==> config.mk <==
export PLATFORM = sky130hd
export DESIGN_NAME = sat_counter
export DESIGN_NICKNAME = d
export VERILOG_FILES = /design/src/rtl/sat_counter.sv
export SDC_FILE = /design/constraint.sdc
export NUM_CORES = 1
export LEC_CHECK = 0
export CORE_AREA = 5 5 42 44
export DETAILED_ROUTE_END_ITERATION = 8
export DIE_AREA = 0 0 47 49
export PLACE_DENSITY = 0.68
export SYNTH_ARGS = -nofsm -noshare
export SYNTH_HDL_FRONTEND = slang
export SYNTH_SLANG_ARGS = --single-unit
==> constraint.sdc <==
create_clock -name clk -period 1.8 [get_ports clk]
set_clock_uncertainty 0.15 [all_clocks]
set_input_delay 0.18 -clock clk [delete_from_list [all_inputs] [get_ports clk]]
set_output_delay 0.18 -clock clk [all_outputs]
set_load 0.005 [all_outputs]
==> src/rtl/sat_counter.sv <==
// Saturating up-counter: holds at all-ones and clears synchronously on clr.
// clr has priority over inc.
module sat_counter #(
  parameter int W = 8
) (
  input  logic         clk,
  input  logic         clr,
  input  logic         inc,
  output logic [W-1:0] count
);

  logic [W-1:0] count_reg;

  always_ff @(posedge clk) begin
    if (clr) begin
      count_reg <= '0;
    end else if (inc && (count_reg != {W{1'b1}})) begin
      count_reg <= count_reg + W'(1);
    end
  end

  assign count = count_reg;

endmodule

# ---- Word level (Yosys, flattened, before mapping)
# Cells that the tools add are included.
dict set report totals {
  regBits 8
  elab_cells 4
  out_inout_bits 8
}
dict set report op_classes {
  n_reduce_logical 1
  n_addsub 1
  eq_ne 1
}
# cell count
set ops {}
lappend ops {{$add 8x1->8 const B} 1}
lappend ops {{$ne 8x8->1 const B} 1}
lappend ops {{$logic_and 1x1->1} 1}

# ---- Longest topological paths before layout
# Gate-level depths: netlist of run 1.
dict set report logic_depth {
  word_depth 2
  ltp_mapped 4
}

# ---- Worst setup path before layout of run 1
# No wires, ideal clock.
dict set report synth_path {
  path_kind {register -> register}
  startpoint {register count_reg[0] (netlist: count[0])}
  endpoint {register count_reg[0] (netlist: count[0])}
  path_stages_with_launch 5
  path_slack_ps 284
  path_buffers 0
  setup_ps 121
  required_time_ps 1529
  arrival_ps 1245
  period_less_slack_ps 1516
  path_cell_list {dfxtp_1 -> ha_1 -> and3_4 -> a21boi_4 -> mux2_4}
}
dict set report synth_via {
  elab_chain_len 2
  elab_cells_between_ends 3
  classes_between {add/sub: 1; eq/ne: 1; reduce/logical: 1}
}
# item line_no
set synth_rtl {}
lappend synth_rtl {{from (decl)} 12} ;# logic [W-1:0] count_reg;
lappend synth_rtl {{from (signal assigned)} 18} ;# count_reg <= count_reg + W'(1);
lappend synth_rtl {{parallel branches: the longest is 2 deep, another holds $add 8x1->8} -}
# Parallel ways; which one is timed is not known.
# A chain may end at the register's enable or synchronous reset.

# ---- Worst setup path in the final report of run 1
# Ends and elaborated chain as after synthesis.

==> metrics.md, run 1 <==
| Metric | Value |
|---|---|
| P_sw | 0.0838 mW |
| HP Class | flip-flop to flip-flop |
| Worst Tran Pin Value | 0.292 ns |
| Syn. warnings | 0 |
| Ant diodes | 0 |
| Util after Layout | 0.412 |
| Avg Inst Size Synth | between 9 and 10 um^2 |
| Max_slew headroom | 0.805 |
| Clock Tree Buf Depth | 2 |
| Die height | 49 um |
| Critical path fanouts, max | 6 |
| Post-Syn Instances | 46 |
| Vias | 398 |
| I/O pins | 11 |
| Post-CTS repair timing setup buffer count | 0 |
| Hold_ws | 0.363 ns |
| DRC violation count after routing | 0 |
| Clk pin slew, worst setup/hold paths | about 0.06 ns |
| Slowest stage cell on the critical path | dfxtp_1 |
| P&R area growth vs syn | 34.0% |
| Critical path required time | 1.80 ns |
| RSZ-0062 raised after global routing | no |
| Nets | 66 |
| Startpoint class of the critical path | flip-flop |
| WL met3 | approximately 74 um |
| Sw Ratio | 0.230 |
| Post-route ant nets | 0 |
| Metal2 WL | 417 um |
| Final worst slack | 0.200 ns |
| Fillers | 152 |
| Vias/cell | 5.24 |
| # H-tree levels | 1 |
| CP Cell Sequence | ha_1 > and3_4 > a21boi_4 > mux2_4 |
| Crit. End Element | flip-flop |
| GPL Wtd Cong | 0.779 |
| Synth Cell Area | 430 um^2 |
| Resized cells post-CTS | 0 |
| Share of cells above drive strength 1 | 0.167 |
| Setup_tns | 0 ns |
| Total power | between 0.3 and 0.4 mW |
| Max Cap Viol | 0 |
| Final Hold Fails | 0 |
| M1 WL | 475 um |
| Global Route Usage Sum | 0.102 |
| FMAX | 625 MHz |
| Period utilization | 0.889 |
| Initial core utilization | 0.307 |
| HPWL after DPL | 724 um |
| Leakage | 0.211 nW |
| Chip Width | 47 um |
| Peak VDD IR | 0.311 mV |
| First-pass GRT wire length | 1.70 mm |
| Pre-Repair DR Iteration Count | 5 |
| CP Class | flip-flop to flip-flop |
| Pint | approximately 0.28 mW |
| Clock sinks | 8 |
| CTS tree | yes |
| Die area | 2300 um^2 |
| Seq/Total Area, Yosys | 0.372 |
| GRT Residual Overflow | 0 |
| Post-Route WL | around 980 um |
| Largest net degree at the start of global routing | 9 |
| Slowest Stage Delay on Critical Path | 0.35 ns |
| Vias in the first global route | 389 |
| Seq pwr share | 0.515 |
| Core box area | around 1400 um^2 |
| Count of different cell masters after synthesis | 25 |
| Post-layout minimum cycle time | 1.60 ns |
| Largest register FFs | 8 |
| Cell family with most CP delay | flip-flops |
| Worst-Skew Late Latency | around 0.25 ns |
| # setup viols final | 0 |
| Non-Filler Instances | 76 |
| Port Buffers | 10 |
| Clock share of power | 0.385 |
| CTS Root Cell | clkbuf_4 |
| WP data arrival | 1.60 ns |
| Row count | 14 |
| PwrDens | 632 nW/um^2 |
| Worst path bufs/invs | 0 |
| Number of cells after detailed placement | 73 |
| Max Used Layer | met4 |
| Initial antenna violation count | 0 |
| Pins Over Slew Limit | 0 |
| Synthesis-stage register bit count | 8 |
| Cell area after layout | 577 um^2 |
| First DRT Iteration DRCs | 18 |
| Placement Cell Area | 554 um^2 |
| Pre-CTS setup slack | roughly 0.19 ns |
| Num CTS Buffers | 3 |
| Comb power frac | 0.099 |
| Hold_buf cts | 0 |
| Status | finished, final reports clean |
| Drt wl/cell | 12.9 um |
| Syn Nets | 50 |
## routing by layer
layer  vias to the layer above  global-route usage
met2                        15               0.136
li1                        208                   -
met1                       173               0.140
met4                         0              0.0691
met3                         2              0.0221
met5                         -                   0
## cell families (layout without fill, tap and decap cells)
family | after synthesis | in the layout | share of synthesized area
simple gates | 18 | 18 | 0.247
compound gates | 15 | 15 | 0.259
flops | 8 | 8 | 0.372
mux | 2 | 2 | 0.0581
buf+inv | 2 | 16 | 0.0349
fa+ha+maj | 1 | 1 | 0.0291
## tightest hold or removal path, delay by kind of cell, from the launching register on
family        cells  cell delay (ns)
flops             1             0.34
simple gates      1             0.07
mux               1             0.06
## final timing paths
check	from	slack, ns	cells after the start	endpoint
setup / recovery	count[0]	0.20	4	count[0]
hold / removal	count[1]	0.36	2	count[1]
setup reg to reg	count[0]	0.20	4	count[0]
hold reg to reg	count[1]	0.36	2	count[1]
## cell usage in the layout (no fill, tap or decap), types with 3 or more instances in the layout
| master | n |
|---|---|
| nand2_1 | 5 |
| dfxtp_1 | 8 |
| clkbuf_4 | 3 |
| a21oi_1 | 5 |
| clkdlybuf4s50_1 | 10 |
## Yosys cell counts (all sizes together)
cell	instances	area, um^2
nor2	1	3.75
dfxtp	8	160
a21oi	5	25.0
o21ai	1	5.00
a31oi	1	6.26
o311a	1	10.0
inv	1	3.75
a311oi	1	8.76
nand4	2	12.5
a211oi	2	15.0
a21boi	2	26.3
nand2b	1	6.26
buf	1	11.3
o21bai	2	15.0
and3	1	11.3
mux2i	1	10.0
and4	2	17.5
nand3	2	10.0
nand2	5	18.8
or3	1	7.51
and2b	1	8.76
mux2	1	15.0
ha	1	12.5
nor3	2	10.0
## area by class of cell
type                       instances  area [um^2]  share of cell area
multi-input combinational         36          255               0.443
sequential                         8          160               0.278
timing repair buffer              12          115               0.200
clock buffer                       3         22.5              0.0390
tap                               16         20.0              0.0347
inverter                           1         3.75             0.00651
## power by group through the flow
stage | sequential, mW | clock (mW) | combinational (mW)
after floorplan | 0.191 | 0 | 0.0156
after global placement | 0.192 | 0 | 0.0357
after detailed placement | 0.191 | 0 | 0.0364
after CTS | 0.188 | 0.146 | 0.0365
after global routing | 0.189 | 0.155 | 0.0398
final | 0.188 | 0.140 | 0.0362
(Power assumes the default switching activity.)
==> inputs of run 2 (changes only) <==
--- a/config.mk
+++ b/config.mk
@@ -6,6 +6,7 @@
 export NUM_CORES = 1
 export LEC_CHECK = 0
 export CORE_AREA = 5 5 42 44
+export CTS_CLUSTER_SIZE = 12
 export DETAILED_ROUTE_END_ITERATION = 8
 export DIE_AREA = 0 0 47 49
 export PLACE_DENSITY = 0.68
==> results of run 2 <==
Final layout, timing and power as in run 1 (identical DEF).
==> inputs of run 3 (changes only) <==
--- a/config.mk
+++ b/config.mk
@@ -9,7 +9,7 @@
 export CTS_CLUSTER_SIZE = 12
 export DETAILED_ROUTE_END_ITERATION = 8
 export DIE_AREA = 0 0 47 49
-export PLACE_DENSITY = 0.68
+export PLACE_DENSITY = 0.59
 export SYNTH_ARGS = -nofsm -noshare
 export SYNTH_HDL_FRONTEND = slang
 export SYNTH_SLANG_ARGS = --single-unit
==> run 3 against run 2 <==
First-iteration DRC count down 67%. Sequential power is essentially flat. Via count fell by 3.8%. Total power decreased by 0.91%. Utilization down 0.54 points. Count of clock-buffer cells in the layout is the same. Sequential share of layout area is 0.37 points higher. Largest cell class unchanged.
==> metrics.md, run 3 (synthesized netlist as in run 1, its figures left out) <==
| Metric | Value |
|---|---|
| Slack of the worst reg-to-reg path | 0.21 ns |
| Comb power frac | 0.095 |
| P_sw | 0.0819 mW |
| Leakage | around 0.2 nW |
| Drt wl/cell | 12.6 um |
| Slowest Stage Delay on Critical Path | 0.55 ns |
| Cell family with most CP delay | buffers and inverters |
| Port Buffers | 10 |
| CTS Root Cell | clkbuf_4 |
| RSZ-0062 raised after global routing | no |
| # setup viols final | 0 |
| Post-CTS repair timing setup buffer count | 0 |
| Reg2Reg Capture Point | count[0] |
| Post-Route WL | 948 um |
| Clock Tree Buf Depth | 2 |
| Max_slew headroom | 0.817 |
| # H-tree levels | 1 |
| Period utilization | 0.881 |
| Initial antenna violation count | 0 |
| Ant diodes | 0 |
| Critical path required time | approximately 1.5 ns |
| Area of the multi-input gates | ~260 um^2 |
| Vias/cell | 5.11 |
| Die height | 49 um |
| Global Route Usage Sum | 0.101 |
| Fillers | roughly 160 |
| Register area | 160 um^2 |
| Worst-Skew Late Latency | 0.25 ns |
| FF-to-FF path depth | 4 |
| First DRT Iteration DRCs | 6 |
| Worst path bufs/invs | 1 |
| Peak VDD IR | 0.461 mV |
| Initial core utilization | 0.307 |
| Crit. End Element | primary output |
| PwrDens | 634 nW/um^2 |
| Max Cap Viol | 0 |
| I/O pins | 11 |
| CTS tree | yes |
| Num CTS Buffers | 3 |
| Share of cells above drive strength 1 | 0.153 |
| CP Class | flip-flop to primary output |
| HPWL after DPL | 727 um |
| Met1 Track Usage GR | 0.142 |
| Worst r2r src | count[0] |
| Worst Hold Depth | 2 |
| Clock sinks | 8 |
| Slowest stage cell on the critical path | clkdlybuf4s50_1 |
| Largest register FFs | 8 |
| Die area | 2300 um^2 |
| Hold_ws | around 0.36 ns |
| FMAX | 630 MHz |
| Commonest non-fill, non-tap cell in the layout | clkdlybuf4s50_1 |
| CP Cell Sequence | clkdlybuf4s50_1 |
| Post-route ant nets | 0 |
| Critical path fanouts, max | 8 |
| Hold_buf cts | 0 |
| Busiest grt layer | met1 |
| Worst Tran Pin Value | ~0.27 ns |
| Setup_tns | 0 ns |
| Sw Ratio | 0.227 |
| Hold_sp | count[1] |
| Vias in the first global route | around 380 |
| First-pass GRT wire length | 1.68 mm |
| Nets | 65 |
| Core box area | 1400 um^2 |
| Pint | around 0.28 mW |
| DRC violation count after routing | 0 |
| P&R area growth vs syn | 32.3% |
| Final Hold Fails | 0 |
| M2 GR Usage | 0.131 |
| Worst Hold Path EP | count[1] |
| Clk pin slew, worst setup/hold paths | 0.05 ns |
| Pins Over Slew Limit | 0 |
| Vias | approximately 380 |
| Row count | 14 |
| Chip Width | 47 um |
| GRT met3 Usage | 0.0664 |
| Pre-Repair DR Iteration Count | 3 |
| Startpoint class of the critical path | flip-flop |
| Clock share of power | 0.385 |
| Commonest cells after routing, fill and taps aside | clkdlybuf4s50_1, dfxtp_1, a21oi_1, nand2_1, clkbuf_4 |
| Largest net degree at the start of global routing | 9 |
| Seq pwr share | 0.520 |
| Post-layout minimum cycle time | 1.59 ns |
| Status | finished, final reports clean |
| Resized cells post-CTS | 0 |
| HP Class | flip-flop to flip-flop |
| GRT Residual Overflow | 0 |
| WP data arrival | 1.26 ns |
| GPL Wtd Cong | 0.708 |
-- run 3: per-stage QoR --
| stage | instance area [um^2] | std cells | power [mW] | utilization | worst slack (ns) |
|---|---|---|---|---|---|
| global placement | 547 | 72 | 0.226 | 0.390 | 0.200 |
| floorplan | 430 | 46 | 0.207 | - | 0.284 |
| detailed placement | 547 | 72 | 0.226 | 0.390 | 0.152 |
| finish | 569 | 75 | 0.361 | 0.406 | 0.214 |
| CTS | 569 | 75 | 0.371 | 0.406 | 0.199 |
| global route | 569 | 75 | 0.386 | 0.406 | 0.131 |
-- run 3: cell type report --
cell class / instances / area share
Clock buffer: 3 / 0.0396
Inverter: 1 / 0.00659
Multi-Input combinational cell: 36 / 0.448
Sequential cell: 8 / 0.281
Tap cell: 16 / 0.0352
Timing Repair Buffer: 11 / 0.189
-- run 3: worst max path at each step --
stage	startpoint	to	slack, ns	cells after the start
after detailed placement	inc	count[3]	0.15	4
after CTS	count[3]	count[3]	0.20	1
final	count[3]	count[3]	0.21	1
after global routing	count[3]	count[3]	0.13	1
after global placement	inc	count[3]	0.20	4
after floorplan	count[0]	count[0]	0.28	4
-- run 3: power by group through the flow --
| stage | registers, mW | logic [mW] | clock network, mW |
|---|---|---|---|
| detailed placement | 0.192 | 0.0347 | 0 |
| floorplan | 0.191 | 0.0156 | 0 |
| global route | 0.189 | 0.0374 | 0.159 |
| global placement | 0.192 | 0.0342 | 0 |
| finish | 0.188 | 0.0341 | 0.139 |
| CTS | 0.188 | 0.0349 | 0.148 |
-- run 3: per-layer routing --
metal / wire [um] / vias up
met1: 453 / 164
met2: 415 / 12
li1: - / 205
met3: 68 / 2
met4: 10 / 0
met5: 0 / -
